File: src/rtl/sram_ctrl.sv
// Burst initiator on the requester side of a single-port SRAM: takes one
// address/length/direction request at a time and issues one SRAM access per beat.
module sram_ctrl #(
  parameter int ADR  = 8,
  parameter int DAT  = 8,
  parameter int DPTH = 8,
  parameter int LENW = 4
) (
  input  logic            Clk,
  input  logic            Rst,
  input  logic            req_valid,
  output logic            req_ready,
  input  logic            req_write,
  input  logic [ADR-1:0]  req_addr,
  input  logic [LENW-1:0] req_len,
  input  logic            wr_valid,
  output logic            wr_ready,
  input  logic [DAT-1:0]  wr_data,
  output logic            rd_valid,
  output logic [DAT-1:0]  rd_data,
  output logic            done,
  output logic            err,
  output logic [DAT-1:0]  sram_dataIn,
  input  logic [DAT-1:0]  sram_dataOut,
  output logic [ADR-1:0]  sram_Addr,
  output logic            sram_WE,
  output logic            sram_RD
);

  typedef enum logic [1:0] {IDLE, WR, RD, DRAIN} state_t;

  localparam logic [ADR:0]   DPTH_X    = (ADR+1)'(DPTH);
  localparam logic [ADR-1:0] LAST_ADDR = ADR'(DPTH - 1);

  state_t          state, state_nxt;
  logic [ADR-1:0]  cur_addr, cur_addr_nxt, addr_inc;
  logic [LENW-1:0] beats_left, beats_nxt;
  logic            rd_pipe;
  logic            we_nxt, rd_nxt, done_nxt, err_nxt;
  logic [ADR-1:0]  addr_nxt;
  logic [DAT-1:0]  din_nxt;
  logic            req_fire, req_bad, wr_fire, drain_done;

  assign req_fire   = req_valid & req_ready;
  assign req_bad    = {1'b0, req_addr} >= DPTH_X;
  assign wr_ready   = (state == WR);
  assign wr_fire    = wr_valid & wr_ready;
  // Wrap at the real memory depth, not at the address-bus limit.
  assign addr_inc   = (cur_addr == LAST_ADDR) ? '0 : cur_addr + 1'b1;
  // Last read beat sits in stage one with nothing behind it.
  assign drain_done = (state == DRAIN) & rd_pipe & ~sram_RD;

  always_ff @(posedge Clk or posedge Rst) begin
    if (Rst) state <= IDLE;
    else     state <= state_nxt;
  end

  always_comb begin
    state_nxt = state;
    case (state)
      IDLE:    if (req_fire && !req_bad) state_nxt = req_write ? WR : RD;
      WR:      if (wr_fire && beats_left == '0) state_nxt = IDLE;
      RD:      if (beats_left == '0) state_nxt = DRAIN;
      DRAIN:   if (drain_done) state_nxt = IDLE;
      default: state_nxt = IDLE;
    endcase
  end

  always_comb begin
    we_nxt       = 1'b0;
    rd_nxt       = 1'b0;
    done_nxt     = 1'b0;
    err_nxt      = 1'b0;
    addr_nxt     = sram_Addr;
    din_nxt      = sram_dataIn;
    cur_addr_nxt = cur_addr;
    beats_nxt    = beats_left;
    case (state)
      IDLE: begin
        if (req_fire) begin
          if (req_bad) begin
            err_nxt = 1'b1;
          end else begin
            cur_addr_nxt = req_addr;
            beats_nxt    = req_len;
          end
        end
      end
      WR: begin
        if (wr_fire) begin
          we_nxt       = 1'b1;
          addr_nxt     = cur_addr;
          din_nxt      = wr_data;
          cur_addr_nxt = addr_inc;
          beats_nxt    = beats_left - 1'b1;
          done_nxt     = (beats_left == '0);
        end
      end
      RD: begin
        rd_nxt       = 1'b1;
        addr_nxt     = cur_addr;
        cur_addr_nxt = addr_inc;
        beats_nxt    = beats_left - 1'b1;
      end
      DRAIN:   done_nxt = drain_done;
      default: ;
    endcase
  end

  // Every output except wr_ready is registered; reset drops the SRAM strobes at once.
  always_ff @(posedge Clk or posedge Rst) begin
    if (Rst) begin
      req_ready   <= 1'b1;
      sram_WE     <= 1'b0;
      sram_RD     <= 1'b0;
      sram_Addr   <= '0;
      sram_dataIn <= '0;
      done        <= 1'b0;
      err         <= 1'b0;
      cur_addr    <= '0;
      beats_left  <= '0;
      rd_pipe     <= 1'b0;
      rd_valid    <= 1'b0;
      rd_data     <= '0;
    end else begin
      req_ready   <= (state_nxt == IDLE);
      sram_WE     <= we_nxt;
      sram_RD     <= rd_nxt;
      sram_Addr   <= addr_nxt;
      sram_dataIn <= din_nxt;
      done        <= done_nxt;
      err         <= err_nxt;
      cur_addr    <= cur_addr_nxt;
      beats_left  <= beats_nxt;
      rd_pipe     <= sram_RD;
      rd_valid    <= rd_pipe;
      if (rd_pipe) rd_data <= sram_dataOut;
    end
  end

endmodule
File: config.mk
export PLATFORM = sky130hd
export DESIGN_NAME = sram_ctrl
export DESIGN_NICKNAME = d
export VERILOG_FILES = /design/src/rtl/sram_ctrl.sv
export SDC_FILE = /design/constraint.sdc
export NUM_CORES = 1
export LEC_CHECK = 0
export CAP_MARGIN = 10
export CORE_ASPECT_RATIO = 0.9
export CORE_MARGIN = 4
export CORE_UTILIZATION = 42
export DETAILED_ROUTE_END_ITERATION = 8
export PLACE_DENSITY = 0.77
export SLEW_MARGIN = 20
export SYNTH_ARGS = -nofsm -noshare
export SYNTH_HDL_FRONTEND = slang
export SYNTH_SLANG_ARGS = --single-unit
export TNS_END_PERCENT = 10
File: constraint.sdc
create_clock -name Clk -period 1.75 [get_ports Clk]
set_clock_uncertainty 0.05 [all_clocks]
set_input_delay 0.35 -clock Clk [delete_from_list [all_inputs] [get_ports Clk]]
set_output_delay 0.35 -clock Clk [all_outputs]
set_load 0.005 [all_outputs]
==> results.yml <==
sta:
  worstMarginPinSlew_ns: 0.2366
  layout_min_cycle_time_ns: 1.753
  fmax_mhz: 570.5
  slew_headroom_pct: 84.17
  period_share_pct: 100.2
  setup_viol_count_final: 1
  hold_viol: 0
  drv_slew: 0
  rsz0062_at_grt: "yes"
  fin_ws_ns: -0.002961
  fin_setup_tns_ns: -0.002961
pwr:
  peakVddDrop_mv: 0.5724
  p_leak_nw: 1.461
  p_per_area_nw_per_um2: 1516
worst_setup_path:
  critPathKind: "reg2reg"
  critPathLaunchType: "register"
  crit_slowest_cell: "or3_4"
  cp-end-kind: "register"
  crit_arrival_ns: 1.89
  critPathMaxFanout: 5
  cp_slowest_stage_delay_ns: 0.39
  path_cells: "or3_4 -> o41ai_4 -> buf_4 -> o22ai_2 -> mux2_2"
  cp_data_required_time_ns: 1.89
synthesis:
  yosysSeqAreaShare_pct: 52.32
  ys_top_cells_by_count: "dfrtp_1, mux2_2, inv_1, a21oi_1, o21ai_0"
  ys_warn_count: 0
  yosysTopAreaCell: "dfrtp_1"
  ys_types: 41
  syn_nets: 226
  syn_area_per_cell_um2: 11.58
  synth_area_um2: 2155
  syn_inst: 186
  ys_ff_latch: 45
  synth_flop_cell: "dfrtp_1"
  synth_area_leaders: "dfrtp_1, mux2_2, ha_1, inv_1, a21oi_1"
  synth.most_common_cell: "dfrtp_1"
  yosys.area.top_type_share_pct: 51.10
  synth_edf_count: 0
  async_flop_share_pct: 100.0
drt:
  routed_wl_um: 5041
  via_per_inst: 5.163
  vias: 1771
  first_pass_iters: 4
  ant_nets: 0
  avgRoutedWirePerCell_um: 14.70
  drt-initial-drc-count: 104
  drcViolationCount: 0
clock_tree:
  cts_buffer_depth: 2
  clk_pin_slew_worst_paths_ns: 0.08
  cts_tree: "built"
  numCtsBuffers: 5
  clkSinkCount: 45
  clk-insertion-delay-late_ns: 0.30
  cts-root-buf: "clkbuf_8"
  htree_num_levels: 2
floorplan:
  die_w_um: 83.50
  start_util_pct: 44.02
  fp-row-count: 24
  core_um2: 4895
  boundaryPins: 64
  die_area_um2: 6341
  dieHeight_um: 75.95
job:
  max_cap_viol_count: 0
grt:
  grt_pass1_vias: 1711
  grt_max_degree: 46
  grt_overflow_total: 0
  antenna_found_initial: 0
  grtUsageTotal_pct: 15.97
  grt_first_pass_wirelength_um: 8204
hold_path:
  hold_class: "in2async"
run_status:
  violations: "negative setup slack"
  status: "finished, violations left"
placed_design:
  place_congestion: 0.8905
  numPortBuffers: 63
  hpwl_um: 3717
  dp.cells: 334
layout:
  num_antenna_cells: 0
  final_nets: 319
  syn_to_final_growth_pct: 51.97
  stdcell_count: 343
  drive_above_1_share_pct: 31.65
[layout by cell type (no fill, tap or decap), types with 3 or more instances in the layout]
| cell | instances |
|---|---|
| a21oi_1 | 10 |
| buf_12 | 3 |
| clkdlybuf4s50_1 | 58 |
| o22ai_1 | 3 |
| dfrtp_1 | 43 |
| dlymetal6s2s_1 | 3 |
| a31oi_1 | 6 |
| inv_1 | 10 |
| inv_2 | 4 |
| mux2_2 | 24 |
| nand2b_1 | 4 |
| nand2_1 | 8 |
| buf_4 | 28 |
| o21ai_0 | 10 |
| ha_4 | 3 |
| nand3_1 | 7 |
| ha_1 | 4 |
| clkbuf_8 | 5 |
[critical path, delay by kind of cell (launching register included)]
family | cells | cell delay (ns)
DFF | 1 | 0.38
muxes | 1 | 0.26
and+or+nand+nor | 1 | 0.39
AOI/OAI and AO/OA | 2 | 0.36
buffers and inverters | 1 | 0.20
[worst paths after layout]
check	start	endpoint	slack [ns]	cells after the start
setup / recovery	cur_addr[5]$_DFFE_PP0P_	cur_addr[1]$_DFFE_PP0P_	-0.003	5
hold / removal	Rst	sram_dataIn[1]$_DFFE_PP0P_	0.35	3
setup reg to reg	cur_addr[5]$_DFFE_PP0P_	cur_addr[1]$_DFFE_PP0P_	-0.003	5
hold reg to reg	sram_RD$_DFF_PP0_	rd_pipe$_DFF_PP0_	0.36	0
max in group asynchronous	Rst	req_ready$_DFF_PP1_	1.03	3
min in group Clk	sram_RD$_DFF_PP0_	rd_pipe$_DFF_PP0_	0.36	0
[metrics by stage]
stage                     setup slack [ns]  util [%]  total power [W]  area, um^2  hold WS [ns]
after floorplan                   -0.05365         -         0.003008        2171        0.3019
after global placement             -0.3482     63.22         0.004131        3094        0.3328
final                            -0.002961     66.90         0.004965        3274        0.3547
after detailed placement           -0.3734     63.22         0.004206        3094        0.3307
after global routing              -0.03917     66.90         0.005313        3274        0.3855
after CTS                         -0.05481     64.98         0.004811        3181        0.3670
[layer usage]
| layer | track usage, % | share of wire, % | vias up |
|---|---|---|---|
| met5 | 0 | 0 | - |
| met4 | 7.235 | 2.0 | 0 |
| met3 | 3.579 | 6.1 | 8 |
| met2 | 25.96 | 49 | 54 |
| met1 | 20.38 | 43 | 849 |
| li1 | - | - | 860 |
[area by class of cell]
cell class              instances  area [um^2]
clock buffers                   5        68.82
clock inverters                 1        5.005
fillers                       367         1620
inverters                      15        56.30
multi-input cells             117         1017
flip-flops and latches         45         1129
well taps                      65        81.33
repair buffers                 95        917.1
[registers in the layout, summed over array words and instances, names as in the netlist, 2 cells and up]
name / count
sram_Addr: 8
rd_data: 8
cur_addr: 8
state: 2
beats_left: 4
sram_dataIn: 8
[power breakdown]
part / switching, W / internal (W)
logic: 0.00108 / 0.00157
clock network: 0.000325 / 0.000263
registers: 0.000252 / 0.00147
[kinds of logic after synthesis]
group / count (synthesis) / share of synthesized area (%)
adders and majority gates: 7 / 4.065
buffers and inverters: 24 / 4.471
and+or+nand+nor: 34 / 9.059
muxes: 28 / 14.87
AOI/OAI and AO/OA: 48 / 15.22
DFF: 45 / 52.32
[repair_timing]
item                       CTS  global route
resized for setup            6            17
setup endpoints to repair    5             9
hold buffers                 0             0
hold endpoints to repair     0             0
setup buffers                0             3
pin swaps                    0            10
Note: power is estimated with default switching activity, not from simulation.
